$ cat config.mk
export PLATFORM = sky130hd
export DESIGN_NAME = hazard_sched
export DESIGN_NICKNAME = d
export VERILOG_FILES = /design/src/rtl/hazard_pkg.sv /design/src/rtl/hazard_shadow_pipe.sv /design/src/rtl/hazard_sched.sv
export SDC_FILE = /design/constraint.sdc
export NUM_CORES = 1
export LEC_CHECK = 0
export BUFFER_PORTS_ARGS = -buffer_cell sky130_fd_sc_hd__buf_2
export CORE_MARGIN = 4
export CORE_UTILIZATION = 55
export CTS_BUF_LIST = sky130_fd_sc_hd__clkbuf_16
export DETAILED_ROUTE_END_ITERATION = 8
export GPL_ROUTABILITY_DRIVEN = 0
export PLACE_DENSITY = 0.9
export SETUP_SLACK_MARGIN = 0.5
export SYNTH_ARGS = -nofsm -noshare
export SYNTH_HDL_FRONTEND = slang
export SYNTH_SLANG_ARGS = --single-unit
export TNS_END_PERCENT = 1
$ cat constraint.sdc
create_clock -name clk -period 2.8 [get_ports clk]
set_input_delay 0.56 -clock clk [delete_from_list [all_inputs] [get_ports clk]]
set_output_delay 0.56 -clock clk [all_outputs]
set_load 0.05 [all_outputs]
$ cat src/rtl/hazard_pkg.sv
// Shared encodings for the pipeline hazard scheduler: FSM state codes,
// operand-forwarding select codes and the forwarding priority helper.
package hazard_pkg;

  // FSM state encoding (also visible on the debug state port).
  localparam logic [1:0] ST_RUN      = 2'd0;
  localparam logic [1:0] ST_LU_STALL = 2'd1;
  localparam logic [1:0] ST_MC_BUSY  = 2'd2;
  localparam logic [1:0] ST_FLUSH    = 2'd3;

  // EX operand source selects.
  localparam logic [1:0] FWD_RF  = 2'b00;  // register file
  localparam logic [1:0] FWD_EXM = 2'b01;  // EX/MEM pipeline register
  localparam logic [1:0] FWD_MWB = 2'b10;  // MEM/WB pipeline register

  // Forwarding priority for one operand. A load in the EX slot cannot feed
  // EX/MEM (its data is not ready yet), so only a non-load EX hit wins.
  // The younger EX producer beats the older MEM producer.
  function automatic logic [1:0] fwd_select(input logic ex_hit,
                                            input logic ex_load,
                                            input logic mem_hit);
    logic [1:0] sel;
    if (ex_hit && !ex_load) begin
      sel = FWD_EXM;
    end else if (mem_hit) begin
      sel = FWD_MWB;
    end else begin
      sel = FWD_RF;
    end
    return sel;
  endfunction

endpackage

$ cat src/rtl/hazard_shadow_pipe.sv
// Shadow copy of the EX and MEM slots (valid, destination, write-enable,
// load flag) used to detect RAW hazards against the instruction in ID.
// Produces the load-use hit and the unregistered per-operand forward selects.
module hazard_shadow_pipe #(
  parameter int REG_AW = 5
) (
  input  logic              clk,
  input  logic              rst_n,
  input  logic [1:0]        state_i,
  input  logic              id_accept_i,
  input  logic              id_valid_i,
  input  logic [REG_AW-1:0] id_rs1_i,
  input  logic [REG_AW-1:0] id_rs2_i,
  input  logic [REG_AW-1:0] id_rd_i,
  input  logic              id_we_i,
  input  logic              id_load_i,
  output logic              lu_hit_o,
  output logic [1:0]        fwd_a_sel_o,
  output logic [1:0]        fwd_b_sel_o
);
  import hazard_pkg::*;

  logic              ex_v_q,    ex_v_d;
  logic [REG_AW-1:0] ex_rd_q,   ex_rd_d;
  logic              ex_we_q,   ex_we_d;
  logic              ex_load_q, ex_load_d;
  logic              mem_v_q,   mem_v_d;
  logic [REG_AW-1:0] mem_rd_q,  mem_rd_d;
  logic              mem_we_q,  mem_we_d;

  logic ex_hit_a, ex_hit_b, mem_hit_a, mem_hit_b;

  // A slot matches a source only if it holds a live writer of that register;
  // register 0 is hard-wired and never creates a hazard.
  function automatic logic slot_hit(input logic              v,
                                    input logic              we,
                                    input logic [REG_AW-1:0] rd,
                                    input logic [REG_AW-1:0] rs);
    return v && we && (rs != {REG_AW{1'b0}}) && (rd == rs);
  endfunction

  // Next-state of the shadow slots, following the real pipeline's movement.
  always_comb begin
    ex_v_d    = ex_v_q;
    ex_rd_d   = ex_rd_q;
    ex_we_d   = ex_we_q;
    ex_load_d = ex_load_q;
    mem_v_d   = mem_v_q;
    mem_rd_d  = mem_rd_q;
    mem_we_d  = mem_we_q;
    case (state_i)
      ST_MC_BUSY: begin
        // Multi-cycle op occupies EX; nothing advances into MEM.
        mem_v_d = 1'b0;
      end
      ST_LU_STALL: begin
        // Keep the load visible in MEM so the waiting consumer forwards from
        // MEM/WB when it is accepted in the following RUN cycle.
        ex_v_d = 1'b0;
      end
      ST_FLUSH: begin
        mem_v_d  = ex_v_q;
        mem_rd_d = ex_rd_q;
        mem_we_d = ex_we_q;
        ex_v_d   = 1'b0;
      end
      default: begin
        // RUN: normal advance; a non-accepted ID slot becomes a bubble.
        mem_v_d  = ex_v_q;
        mem_rd_d = ex_rd_q;
        mem_we_d = ex_we_q;
        if (id_accept_i) begin
          ex_v_d    = 1'b1;
          ex_rd_d   = id_rd_i;
          ex_we_d   = id_we_i;
          ex_load_d = id_load_i;
        end else begin
          ex_v_d = 1'b0;
        end
      end
    endcase
  end

  // Shadow slot registers; reset empties both slots.
  always_ff @(posedge clk or negedge rst_n) begin
    if (!rst_n) begin
      ex_v_q    <= 1'b0;
      ex_rd_q   <= {REG_AW{1'b0}};
      ex_we_q   <= 1'b0;
      ex_load_q <= 1'b0;
      mem_v_q   <= 1'b0;
      mem_rd_q  <= {REG_AW{1'b0}};
      mem_we_q  <= 1'b0;
    end else begin
      ex_v_q    <= ex_v_d;
      ex_rd_q   <= ex_rd_d;
      ex_we_q   <= ex_we_d;
      ex_load_q <= ex_load_d;
      mem_v_q   <= mem_v_d;
      mem_rd_q  <= mem_rd_d;
      mem_we_q  <= mem_we_d;
    end
  end

  // Match comparators, load-use detection and forward selects.
  always_comb begin
    ex_hit_a    = slot_hit(ex_v_q, ex_we_q, ex_rd_q, id_rs1_i);
    ex_hit_b    = slot_hit(ex_v_q, ex_we_q, ex_rd_q, id_rs2_i);
    mem_hit_a   = slot_hit(mem_v_q, mem_we_q, mem_rd_q, id_rs1_i);
    mem_hit_b   = slot_hit(mem_v_q, mem_we_q, mem_rd_q, id_rs2_i);
    lu_hit_o    = id_valid_i && ex_load_q && (ex_hit_a || ex_hit_b);
    fwd_a_sel_o = fwd_select(ex_hit_a, ex_load_q, mem_hit_a);
    fwd_b_sel_o = fwd_select(ex_hit_b, ex_load_q, mem_hit_b);
  end

endmodule

$ cat src/rtl/hazard_sched.sv
// Pipeline hazard scheduler for the 5-stage core. Decides each cycle whether
// the ID instruction may enter EX, sequences load-use stalls, multi-cycle-op
// occupancy and mispredict flushes, and registers the EX forwarding selects.
module hazard_sched #(
  parameter int REG_AW    = 5,
  parameter int FLUSH_CYC = 2,
  parameter int MC_LAT    = 4
) (
  input  logic              clk,
  input  logic              rst_n,
  input  logic              id_valid,
  input  logic [REG_AW-1:0] id_rs1,
  input  logic [REG_AW-1:0] id_rs2,
  input  logic [REG_AW-1:0] id_rd,
  input  logic              id_we,
  input  logic              id_load,
  input  logic              id_mc,
  input  logic              ex_br_valid,
  input  logic              ex_br_mispred,
  output logic              id_accept,
  output logic              pc_freeze,
  output logic              do_flush,
  output logic              resolved,
  output logic [1:0]        fwd_a,
  output logic [1:0]        fwd_b,
  output logic [1:0]        state
);
  import hazard_pkg::*;

  // Counter only ever holds values below the larger of the two lengths.
  localparam int CNT_MAX = (FLUSH_CYC > MC_LAT) ? FLUSH_CYC : MC_LAT;
  localparam int CNT_W   = (CNT_MAX > 1) ? $clog2(CNT_MAX) : 1;

  logic [1:0]       state_q, state_d;
  logic [CNT_W-1:0] cnt_q,   cnt_d;
  logic [1:0]       fwd_a_q, fwd_a_d;
  logic [1:0]       fwd_b_q, fwd_b_d;

  logic       lu_hit;
  logic       mispred;
  logic       in_run;
  logic [1:0] fwd_a_sel, fwd_b_sel;

  hazard_shadow_pipe #(
    .REG_AW (REG_AW)
  ) u_pipe (
    .clk         (clk),
    .rst_n       (rst_n),
    .state_i     (state_q),
    .id_accept_i (id_accept),
    .id_valid_i  (id_valid),
    .id_rs1_i    (id_rs1),
    .id_rs2_i    (id_rs2),
    .id_rd_i     (id_rd),
    .id_we_i     (id_we),
    .id_load_i   (id_load),
    .lu_hit_o    (lu_hit),
    .fwd_a_sel_o (fwd_a_sel),
    .fwd_b_sel_o (fwd_b_sel)
  );

  // Handshake and status outputs toward fetch/decode.
  always_comb begin
    mispred   = ex_br_valid && ex_br_mispred;
    in_run    = (state_q == ST_RUN);
    id_accept = id_valid && in_run && !lu_hit && !mispred;
    pc_freeze = !id_accept && (id_valid || !in_run);
    do_flush  = (state_q == ST_FLUSH);
    resolved  = in_run && !lu_hit && !mispred;
  end

  // FSM next state and occupancy counter; mispredict outranks load-use,
  // which outranks starting a multi-cycle op.
  always_comb begin
    state_d = state_q;
    cnt_d   = cnt_q;
    case (state_q)
      ST_RUN: begin
        if (mispred) begin
          state_d = ST_FLUSH;
          cnt_d   = CNT_W'(FLUSH_CYC - 1);
        end else if (lu_hit) begin
          state_d = ST_LU_STALL;
        end else if (id_accept && id_mc) begin
          state_d = ST_MC_BUSY;
          cnt_d   = CNT_W'(MC_LAT - 2);
        end else begin
          state_d = ST_RUN;
        end
      end
      ST_LU_STALL: begin
        if (mispred) begin
          state_d = ST_FLUSH;
          cnt_d   = CNT_W'(FLUSH_CYC - 1);
        end else begin
          state_d = ST_RUN;
        end
      end
      ST_MC_BUSY, ST_FLUSH: begin
        // Branch resolution is ignored here: EX holds the MC op or a bubble.
        if (cnt_q == {CNT_W{1'b0}}) begin
          state_d = ST_RUN;
        end else begin
          cnt_d = cnt_q - CNT_W'(1);
        end
      end
      default: begin
        state_d = ST_RUN;
        cnt_d   = {CNT_W{1'b0}};
      end
    endcase
  end

  // Forward selects are captured only for an instruction entering EX.
  always_comb begin
    if (id_accept) begin
      fwd_a_d = fwd_a_sel;
      fwd_b_d = fwd_b_sel;
    end else begin
      fwd_a_d = FWD_RF;
      fwd_b_d = FWD_RF;
    end
  end

  // State, counter and forward-select registers.
  always_ff @(posedge clk or negedge rst_n) begin
    if (!rst_n) begin
      state_q <= ST_RUN;
      cnt_q   <= {CNT_W{1'b0}};
      fwd_a_q <= FWD_RF;
      fwd_b_q <= FWD_RF;
    end else begin
      state_q <= state_d;
      cnt_q   <= cnt_d;
      fwd_a_q <= fwd_a_d;
      fwd_b_q <= fwd_b_d;
    end
  end

  assign fwd_a = fwd_a_q;
  assign fwd_b = fwd_b_q;
  assign state = state_q;

endmodule

== Word-level counts from Yosys, hierarchy flattened ==
Index checks and enable logic that the tools add are counted.
Widths: inputs -> output; s select.
Word-level totals
  register bits: 23
  input port bits: 23
Operators by class
  add/sub/neg operators: 1
  equality and inequality tests: 12
  mux-type cells: 21
  bitwise gates (word level): 1
  reductions and logical operators: 39
Operators with widths (count)
  $mux 2: 16
  $logic_and 1x1->1: 22
  $eq 5x5->1: 4
  $pmux 2 s3: 2
  $reduce_bool 5->1: 2
  $ne 2x2->1 const B: 3
  $reduce_or 2->1: 3
  $logic_not 1->1: 5
  $eq 2x2->1 const B: 2
  $logic_not 2->1: 2
  $pmux 1 s2: 2
  $reduce_and 4->1: 1
  $ne 3x2->1 const B: 1
  $ne 3x3->1 const B: 1
  $reduce_or 3->1: 1
  $eq 2x1->1 const B: 1
  $logic_or 1x1->1: 2
  $reduce_and 2->1: 1
  $sub 2x1->2 const B: 1
  $mux 1: 1
  $not 1->1: 1

== Longest topological paths before layout ==
Gate-level depths: netlist (run 1).
  depth after elaboration: 13
  gate-level depth with buffers: 7

== Modules after synthesis ==
Synthesis (run 1) repeated with hierarchy kept, for this count alone.
Unflattened totals
  cells, all modules: 126
  area, all modules: 1321.3 um^2
By module, submodules not included
  hazard_shadow_pipe: times used 1, cells an instance 86, area an instance 919.6 um^2
  hazard_sched: times used 1, cells an instance 40, area an instance 401.6 um^2

== Worst setup path before layout (run 1) ==
Ideal clock, no wire load.
  path kind: register to output
  start: reg state_q[0], in the netlist state[0]
  end: out id_accept
  arrival: 1955 ps
  required time: 2240 ps
  slack: 285 ps
  cell stages (with the launch flop): 6
  cells stage by stage: dfrtp_1 > inv_1 > ha_1 > and2_1 > nand2_1 > nor2_1
On the way
  word-level cells in the longest chain between the ends: 4
RTL lines
  start: declaration: line hazard_sched.sv:34  | logic [1:0] state_q, state_d;
  start signal: assignment: line hazard_sched.sv:133  | state_q <= state_d;
  $logic_not 2->1: line hazard_sched.sv:65  | in_run = (state_q == ST_RUN);
  $logic_and 1x1->1 (3 in series): line hazard_sched.sv:66  | id_accept = id_valid && in_run && !lu_hit && !mispred;
  end: declaration: line hazard_sched.sv:20  | output logic id_accept,
Every way passes these cells.

== Worst setup path after layout (run 1) ==
  start: in id_rs2[0]
  end: out resolved
On the way
  word-level cells in the longest chain between the ends: 8
  elaborated cells between the ends (all ways): 9
RTL lines
  start: declaration: line hazard_sched.sv:13  | input logic [REG_AW-1:0] id_rs2,
  $reduce_bool 5->1: line hazard_shadow_pipe.sv:39  | return v && we && (rs != {REG_AW{1'b0}}) && (rd == rs);
  $logic_and 1x1->1: line hazard_shadow_pipe.sv:39
  $logic_and 1x1->1 *: line hazard_shadow_pipe.sv:39
  $logic_or 1x1->1 *: line hazard_shadow_pipe.sv:111  | lu_hit_o = id_valid_i && ex_load_q && (ex_hit_a || ex_hit_b);
  $logic_and 1x1->1 *: line hazard_shadow_pipe.sv:111
  $logic_not 1->1 *: line hazard_sched.sv:69  | resolved = in_run && !lu_hit && !mispred;
  $logic_and 1x1->1 * (2 in series): line hazard_sched.sv:69
  end: declaration: line hazard_sched.sv:23  | output logic resolved,
Every way passes the cells marked *; elsewhere a longest branch is shown, timed or not.

==> reports/results.txt, run 1 <==
WL/cell -> 18.1 µm
max frequency -> 0.410 GHz
share of cells above drive strength 1 -> 37.3%
Placed Instances -> 200
Mapped Area -> 1390 µm²
Post-CTS Hold Buffers -> 0
Yosys reg bits -> 23
Die Height -> 58.3 µm
Tmin final -> 2440 ps
first-pass GRT wire length -> 6.40 mm
worst min path class -> input pin to asynchronous set/reset pin
worst-path cell chain -> buf_8 > xor2_1 > nor4_2 > nand4_2 > a21oi_4 > buf_6 > a21oi_4 > buf_6
Yosys top cell by area -> dfrtp_1
crit-path max cell delay -> 300 ps
number of flops mapped to enable cells by yosys -> 0
Final Max Tran Viols -> 0
Max Cap Viol -> 0
crit path kind -> input pin to primary output
CTS tree -> built
Layout area overhead -> 30.1%
delay-heaviest family, CP -> simple AND/OR/NAND/NOR gates
Ys Warns -> 0
fill count -> 128
Overall Power -> 1.95 mW
I/O pin total -> 33
GR Util met2 -> 42.1%
Area after DPL -> 1600 µm²
status -> completed
M3 GR Usage -> 7.13%
final core utilization -> 78.7%
Finished Cell Area -> 1810 µm²
final period utilization -> 87.0%
Area contributors post-synth -> dfrtp_1 (41%), mux2_2 (9.7%), xnor2_1 (6.3%)
total clock sinks -> 23
critical-path maximum fanout -> 4
Hold Vio Cnt, Final -> 0
clk slew on worst S/H paths -> 60 ps
r2r worst-path depth -> 8
Max VDD drop -> 0.725 mV
Die Span X -> 58.3 µm
number of antenna-violating nets in the routed design -> 0
Worst Hold Slack -> 276 ps
H-tree Lvls -> 1
RSZ-0062 raised after global routing -> true
Max transition margin -> 61.4%
initial DRC count -> 79
Pre-antenna DRT Iters -> 4
Req. time, crit path -> 2240 ps
pin count of the biggest net entering global routing -> 24
Synth cell types -> 29
Async SR Flop Fraction -> 100%
pwr/cell area -> 1080 nW/µm²
NumNets Final -> 215
HPWL after DPL -> 2.56 mm
DRC Markers -> 0
initial antenna violation count -> 0
Slew @ Worst Pin -> 573 ps
antenna diode count -> 0
via density per instance -> 6.04
crit path max-delay cell type -> nor4_2
Post-Synthesis Net Count -> 168
Starting Density -> 60.5%
worst path bufs/invs -> 3
Port Buffers -> 32
met1 Resource Use GR -> 29.9%
Clock Root Buffer -> clkbuf_16
mean area per synthesized cell -> 10.0 µm²
core area -> 2300 µm²
Die Area -> 3400 µm²
Seq/Total Area, Yosys -> 41.4%
clock skew -> 2.80 ps
standard-cell rows -> 17
commonest non-fill, non-tap cell in the layout -> buf_2
Crit. path cell count -> 8
startpoint types -> input pin
Vias -> 1286
Clock Latency Late Sink -> 260 ps
Pleak -> 0.831 nW
WP data arrival -> 1880 ps
DP Worst Slack -> 189 ps
most frequent cells in the layout -> buf_2 (28), dfrtp_1 (23), nand2_1 (13)
Congestion Overflow GR -> 0
Overall Global Routing Usage -> 25.1%
final WL -> 3.86 mm
post-synth top area share -> 41.4%
Post-Route Setup TNS -> 0 ps
final setup margin -> 364 ps
CTS buffer count -> 3
fin cells -> 213
Bufs on Longest Clock Path -> 2
Post-synth top flop -> dfrtp_1
Worst Setup End Kind -> primary output
grt peak-use layer -> met2
final setup vio count -> 0
Syn Inst Count -> 139
vias in the first global route -> 1365
-- layer usage --
metal  part of all wire, %  vias to the layer above
met2                    50                       92
met3                   8.1                       14
met1                    40                      596
met5                     0                        -
met4                   1.5                        0
li1                      -                      584
-- cells by family after synthesis --
kind of cell | count (synthesis) | share of synthesized area [%]
and+or+nand+nor | 44 | 16.6
AOI/OAI and AO/OA | 26 | 12.2
DFF | 23 | 41.4
xor gates and xnor gates | 20 | 12.6
muxes | 12 | 9.72
buffers and inverters | 8 | 2.16
adders and majority gates | 6 | 5.40
-- path summary, 6_finish.rpt --
path	startpoint	end	slack [ps]
worst max register to register	u_pipe.ex_rd_q[4]	cnt_q[0]	570
max in group asynchronous	rst_n	u_pipe.ex_rd_q[1]	2170
worst min register to register	u_pipe.ex_load_q	fwd_a[0]	510
min in group clk	u_pipe.ex_load_q	fwd_a[0]	510
worst min-delay path	rst_n	fwd_b[0]	280
worst max-delay path	id_rs2[0]	resolved	360
-- where the power goes --
group	internal, mW	switching [mW]
registers	0.469	0.152
clock network	0.191	0.118
logic	0.455	0.561
total	1.11	0.831
-- registers in the layout, summed over array words and instances, names as in the netlist, 2 cells and up --
signal,flops
state,2
fwd_b,2
cnt_q,2
fwd_a,2
u_pipe.mem_rd_q,5
u_pipe.ex_rd_q,5
-- synthesized netlist by cell type, drive strengths merged (5+ instances only) --
master,number
inv,7
dfrtp,23
nand2,13
a21oi,7
xnor2,10
nor2,10
nor3,7
nand4,5
xor2,10
o21ai,10
mux2,12
ha,6
-- area by class of cell --
class	count	area, µm²	area share (%)
multi-input cells	108	817	45.2
flip-flops and latches	23	576	31.8
repair buffers	43	275	15.2
clock buffers	3	75.1	4.15
well taps	28	35.0	1.94
inverters	7	26.3	1.45
clock inverters	1	3.75	0.208
-- what timing repair did --
action                                  in CTS  in global routing
pin swaps                                    9                  1
gates resized for setup                     17                  1
endpoints found under the setup margin       3                  5
setup buffers                                8                  1
-- worst reg2reg max path, stage by stage (launching register included) --
cell	delay (ps)
dfrtp_1	430
xor2_1	170
nor4_2	270
nand4_2	170
buf_4	180
buf_4	140
a211oi_1	430
o21ai_0	170
a32oi_1	190
(Power assumes the default switching activity.)
==> inputs of run 2 (changes only) <==
--- a/config.mk
+++ b/config.mk
@@ -12,6 +12,7 @@
 export DETAILED_ROUTE_END_ITERATION = 8
 export GPL_ROUTABILITY_DRIVEN = 0
 export PLACE_DENSITY = 0.9
+export RECOVER_POWER = 100
 export SETUP_SLACK_MARGIN = 0.5
 export SYNTH_ARGS = -nofsm -noshare
 export SYNTH_HDL_FRONTEND = slang
==> run 2 against run 1 <==
Effect of this change: register-to-register slack got worse by 110 ps; hold slack improved by 240 ps; wire length increased by 0.98%; first-iteration DRC count increased by 16%; clock skew decreased by 1.8 ps; fmax decreased by 3.2%; critical endpoint unchanged; combinational power about the same; worst setup slack got worse by 80 ps; non-clock buffer count unchanged; die area unchanged; highest routed layer unchanged; critical path depth unchanged; count of clock-buffer cells in the layout unchanged.
==> reports/results.txt, run 2 (same netlist as run 1, synthesis figures left out) <==
status -> completed (unchanged)
crit path kind -> input pin to primary output (unchanged)
final WL -> 3.90 mm (was 3.86 mm)
Die Span X -> 58.3 µm (unchanged)
Congestion Overflow GR -> 0 (unchanged)
Post-Route Setup TNS -> 0 ps (unchanged)
startpoint types -> input pin (unchanged)
Max VDD drop -> 0.718 mV (was 0.725 mV)
worst-path cell chain -> clkbuf_1 > xor2_1 > nor4_1 > nand4_1 > a21oi_4 > buf_6 > a21oi_4 > buf_6 (was buf_8 > xor2_1 > nor4_2 > nand4_2 > a21oi_4 > buf_6 > a21oi_4 > buf_6)
clk slew on worst S/H paths -> 60 ps (about the same)
Worst Setup End Kind -> primary output (unchanged)
Regs by FF count -> u_pipe.ex_rd_q: 5 flops, u_pipe.mem_rd_q: 5 flops (unchanged)
DRC Markers -> 0 (unchanged)
crit-path max cell delay -> 290 ps (was 300 ps)
clock skew -> 0.966 ps (was 2.80 ps)
final period utilization -> 89.9% (was 87.0%)
commonest non-fill, non-tap cell in the layout -> dfrtp_1 (was buf_2)
Max transition margin -> 17.5% (was 61.4%)
most frequent cells in the layout -> dfrtp_1 (23), buf_2 (20), nand2_1 (13) (was buf_2 (28), dfrtp_1 (23), nand2_1 (13))
max frequency -> 0.397 GHz (was 0.410 GHz)
Tmin final -> 2520 ps (was 2440 ps)
initial DRC count -> 92 (was 79)
Worst Hold Slack -> 515 ps (was 276 ps)
final setup margin -> 284 ps (was 364 ps)
Final Max Tran Viols -> 0 (unchanged)
core area -> 2300 µm² (unchanged)
total clock sinks -> 23 (unchanged)
WP data arrival -> 1960 ps (was 1880 ps)
Overall Global Routing Usage -> 25.1% (unchanged)
critical-path maximum fanout -> 4 (unchanged)
Req. time, crit path -> 2240 ps (about the same)
I/O pin total -> 33 (unchanged)
Max Cap Viol -> 0 (unchanged)
Starting Density -> 60.5% (unchanged)
NumNets Final -> 215 (unchanged)
number of antenna-violating nets in the routed design -> 0 (unchanged)
share of cells above drive strength 1 -> 28.6% (was 37.3%)
Bufs on Longest Clock Path -> 2 (unchanged)
Pre-antenna DRT Iters -> 7 (was 4)
worst min path class -> flop to flop (was input pin to asynchronous set/reset pin)
standard-cell rows -> 17 (unchanged)
Clock Root Buffer -> clkbuf_16 (unchanged)
Die Height -> 58.3 µm (unchanged)
Clock Latency Late Sink -> 250 ps (was 260 ps)
first-pass GRT wire length -> 6.40 mm (unchanged)
H-tree Lvls -> 1 (unchanged)
final setup vio count -> 0 (unchanged)
DP Worst Slack -> 189 ps (unchanged)
WL/cell -> 18.3 µm (was 18.1 µm)
Slew @ Worst Pin -> 1240 ps (was 573 ps)
HPWL after DPL -> 2.56 mm (unchanged)
Pleak -> 0.769 nW (was 0.831 nW)
initial antenna violation count -> 0 (unchanged)
crit path max-delay cell type -> nor4_1 (was nor4_2)
vias in the first global route -> 1365 (unchanged)
CTS buffer count -> 3 (unchanged)
via density per instance -> 6.21 (was 6.04)
pin count of the biggest net entering global routing -> 24 (unchanged)
Hold Vio Cnt, Final -> 0 (unchanged)
Vias -> 1322 (was 1286)
Port Buffers -> 32 (unchanged)
Die Area -> 3400 µm² (unchanged)
antenna diode count -> 0 (unchanged)
Layout area overhead -> 25.8% (was 30.1%)
CTS tree -> built (unchanged)
RSZ-0062 raised after global routing -> true (unchanged)
pwr/cell area -> 1100 nW/µm² (was 1080 nW/µm²)
run 2: power breakdown:
part / switching, mW / internal, mW
logic: 0.549 / 0.444
registers: 0.153 / 0.469
clock network: 0.116 / 0.191
run 2: cell type report:
type / count / area, µm²
clock buffer: 3 / 75.1
clock inverter: 1 / 3.75
fill: 149 / 548
inverter: 7 / 26.3
multi-input combinational: 108 / 791
sequential: 23 / 576
tap: 28 / 35.0
timing repair buffer: 43 / 243
run 2: routing by layer:
metal  GRT usage [%]  vias to the layer above  wire [µm]
met5               0                        -          0
met4            10.6                        0         84
met3            7.13                       18        382
met2            42.1                      103       1920
met1            29.9                      613       1510
li1                -                      588          -
run 2: repair_timing:
action	in CTS	in global routing
setup endpoints to repair	3	5
gates resized for setup	17	1
hold buffers	0	0
pin swaps	9	1
buffers inserted	8	1
run 2: final timing paths:
kind | start | to | slack, ps | depth (start not counted)
worst max-delay path | id_rs2[0] | resolved | 280 | 8
worst min-delay path | u_pipe.ex_load_q | fwd_b[0] | 510 | 1
worst max register to register | u_pipe.ex_rd_q[4] | cnt_q[0] | 460 | 8
worst min register to register | u_pipe.ex_load_q | fwd_b[0] | 510 | 1
max in group asynchronous | rst_n | state[1] | 1520 | 1
min in group asynchronous | rst_n | fwd_a[1] | 550 | 1
run 2: metrics by stage:
step	instance area [µm²]	util (%)	power [mW]	cells
after global routing	1750	76.1	2.04	213
after CTS	1800	78.3	1.92	212
after floorplan	1390	-	1.27	139
after global placement	1600	69.5	1.43	200
after detailed placement	1600	69.5	1.49	200
final	1750	76.1	1.92	213
run 2: worst max-delay path: cells and delay by family:
family	cells	cell delay [ps]
xor gates and xnor gates	1	160
and+or+nand+nor	2	540
AOI/OAI and AO/OA	2	290
buffers and inverters	3	400
==> inputs of run 3 (changes only) <==
--- a/config.mk
+++ b/config.mk
@@ -5,13 +5,13 @@
 export SDC_FILE = /design/constraint.sdc
 export NUM_CORES = 1
 export LEC_CHECK = 0
-export BUFFER_PORTS_ARGS = -buffer_cell sky130_fd_sc_hd__buf_2
 export CORE_MARGIN = 4
 export CORE_UTILIZATION = 55
 export CTS_BUF_LIST = sky130_fd_sc_hd__clkbuf_16
 export DETAILED_ROUTE_END_ITERATION = 8
+export DONT_BUFFER_PORTS = 1
 export GPL_ROUTABILITY_DRIVEN = 0
-export PLACE_DENSITY = 0.9
+export PLACE_DENSITY = 0.78
 export RECOVER_POWER = 100
 export SETUP_SLACK_MARGIN = 0.5
 export SYNTH_ARGS = -nofsm -noshare
==> run 3 against run 2 <==
Effect of this change: flip-flop and latch count did not move; combinational power fell by 6.7%; register-to-register slack barely moved; highest routed layer unchanged; design area fell by 7.4%; critical path type is now flop to primary output.
==> reports/results.txt, run 3 (same netlist as run 1, synthesis figures left out) <==
CTS buffer count -> 3 (unchanged)
Pleak -> 0.690 nW (was 0.769 nW)
Sequential Area -> 579 µm² (was 576 µm²)
I/O pin total -> 33 (unchanged)
Vias -> 1099 (was 1322)
Req. time, crit path -> 2240 ps (about the same)
commonest non-fill, non-tap cell in the layout -> dfrtp_1 (unchanged)
Worst Setup End Kind -> primary output (unchanged)
R2R Path End -> cnt_q[0] (unchanged)
DRC Markers -> 0 (unchanged)
footprint of the multi-input gates -> 800 µm² (was 791 µm²)
clock skew -> 1.67 ps (was 0.966 ps)
r2r worst-path depth -> 8 (unchanged)
Hold Vio Cnt, Final -> 0 (unchanged)
pin count of the biggest net entering global routing -> 24 (unchanged)
Regs by FF count -> u_pipe.ex_rd_q: 5 flops, u_pipe.mem_rd_q: 5 flops (unchanged)
total clock sinks -> 23 (unchanged)
final setup vio count -> 0 (unchanged)
Tmin final -> 2560 ps (was 2520 ps)
Max VDD drop -> 0.786 mV (was 0.718 mV)
Max Cap Viol -> 0 (unchanged)
initial DRC count -> 77 (was 92)
NumNets Final -> 187 (was 215)
share of cells above drive strength 1 -> 22.9% (was 28.6%)
RSZ-0062 raised after global routing -> true (unchanged)
critical-path maximum fanout -> 4 (unchanged)
via density per instance -> 5.94 (was 6.21)
pwr/cell area -> 1140 nW/µm² (was 1100 nW/µm²)
worst min path class -> input pin to flop (was flop to flop)
first-pass GRT wire length -> 5.58 mm (was 6.40 mm)
Final Max Tran Viols -> 0 (unchanged)
core area -> 2300 µm² (unchanged)
Die Area -> 3400 µm² (unchanged)
crit path kind -> flop to primary output (was input pin to primary output)
CTS tree -> built (unchanged)
R2R Setup Slk -> 450 ps (was 460 ps)
Hold EP -> u_pipe.ex_rd_q[3] (was fwd_b[0])
Post-Route Setup TNS -> 0 ps (unchanged)
vias in the first global route -> 1195 (was 1365)
Pre-antenna DRT Iters -> 4 (was 7)
final WL -> 3.34 mm (was 3.90 mm)
standard-cell rows -> 17 (unchanged)
clk slew on worst S/H paths -> 60 ps (about the same)
Clock Root Buffer -> clkbuf_16 (unchanged)
H-tree Lvls -> 1 (unchanged)
most frequent cells in the layout -> dfrtp_1 (20), nand2_1 (13), mux2_2 (12) (was dfrtp_1 (23), buf_2 (20), nand2_1 (13))
Hold Crit Depth -> 1 (unchanged)
WL/cell -> 18.1 µm (was 18.3 µm)
Bufs on Longest Clock Path -> 2 (unchanged)
Die Height -> 58.3 µm (unchanged)
status -> completed (unchanged)
Slew @ Worst Pin -> 1010 ps (was 1240 ps)
Overall Power -> 1.85 mW (was 1.92 mW)
Max transition margin -> 32.7% (was 17.5%)
final setup margin -> 245 ps (was 284 ps)
DP Worst Slack -> 227 ps (was 189 ps)
fill count -> 160 (was 149)
number of antenna-violating nets in the routed design -> 0 (unchanged)
Starting Density -> 60.5% (unchanged)
Clock Latency Late Sink -> 250 ps (about the same)
Port Buffers -> 0 (was 32)
origin of the worst min-delay path -> id_rd[3] (was u_pipe.ex_load_q)
Worst Hold Slack -> 451 ps (was 515 ps)
Overall Global Routing Usage -> 21.5% (was 25.1%)
max frequency -> 0.391 GHz (was 0.397 GHz)
WP data arrival -> 2000 ps (was 1960 ps)
antenna diode count -> 0 (unchanged)
HPWL after DPL -> 2.33 mm (was 2.56 mm)
Die Span X -> 58.3 µm (unchanged)
initial antenna violation count -> 0 (unchanged)
Congestion Overflow GR -> 0 (unchanged)
RR Startpoint -> u_pipe.ex_rd_q[1] (was u_pipe.ex_rd_q[4])
startpoint types -> flop (was input pin)
Layout area overhead -> 16.6% (was 25.8%)
final period utilization -> 91.3% (was 89.9%)
## run 3: repair_timing
item | CTS | global route
resized for setup | 7 | 4
hold endpoints to repair | 23 | 0
endpoints found under the setup margin | 3 | 3
hold buffers | 1 | 0
pin swaps | 6 | 6
setup buffers | 6 | 3
## run 3: how the worst max path moves through the flow
stage / start / depth (start not counted) / slack, ps / to
after floorplan: state[0] / 5 / 290 / id_accept
after global placement: id_rs1[3] / 7 / 300 / pc_freeze
after detailed placement: id_rs2[2] / 7 / 230 / pc_freeze
after CTS: u_pipe.ex_rd_q[4] / 7 / 380 / pc_freeze
after global routing: u_pipe.ex_rd_q[1] / 7 / 140 / pc_freeze
final: u_pipe.ex_rd_q[2] / 7 / 240 / pc_freeze
## run 3: metal layers
layer  global-route usage (%)  wire length, µm  up-vias
met5                        0                0        -
met1                     26.1             1320      516
met4                     5.30               31        0
met3                     4.90              199        8
li1                         -                -      528
met2                     38.0             1790       47
## run 3: stage by stage
stage / std cells / instance area, µm² / utilization (%)
6_report: 185 / 1620 / 70.5
5_1_grt: 185 / 1620 / 70.5
4_1_cts: 182 / 1620 / 70.7
3_5_place_dp: 171 / 1460 / 63.5
3_3_place_gp: 171 / 1460 / 63.5
2_1_floorplan: 139 / 1390 / -
## run 3: critical path, cell delays in order, from the launching register on
cell	delay [ps]
dfrtp_2	440
xor2_2	150
nor4_1	430
nand4_2	200
a21oi_4	200
o21ai_1	70
nand2_1	80
buf_6	160
## run 3: where the power goes
part           total [mW]  leakage [nW]  internal, mW  switching (mW)
registers           0.612         0.283         0.474           0.138
clock network       0.308        0.0371         0.193           0.115
logic               0.926         0.370         0.410           0.515
## run 3: final cells by class
| class | count | share of cell area (%) |
|---|---|---|
| flip-flops and latches | 23 | 35.8 |
| repair buffers | 15 | 6.02 |
| clock buffers | 3 | 4.63 |
| clock inverters | 1 | 0.463 |
| multi-input cells | 108 | 49.3 |
| inverters | 7 | 1.62 |
| well taps | 28 | 2.16 |
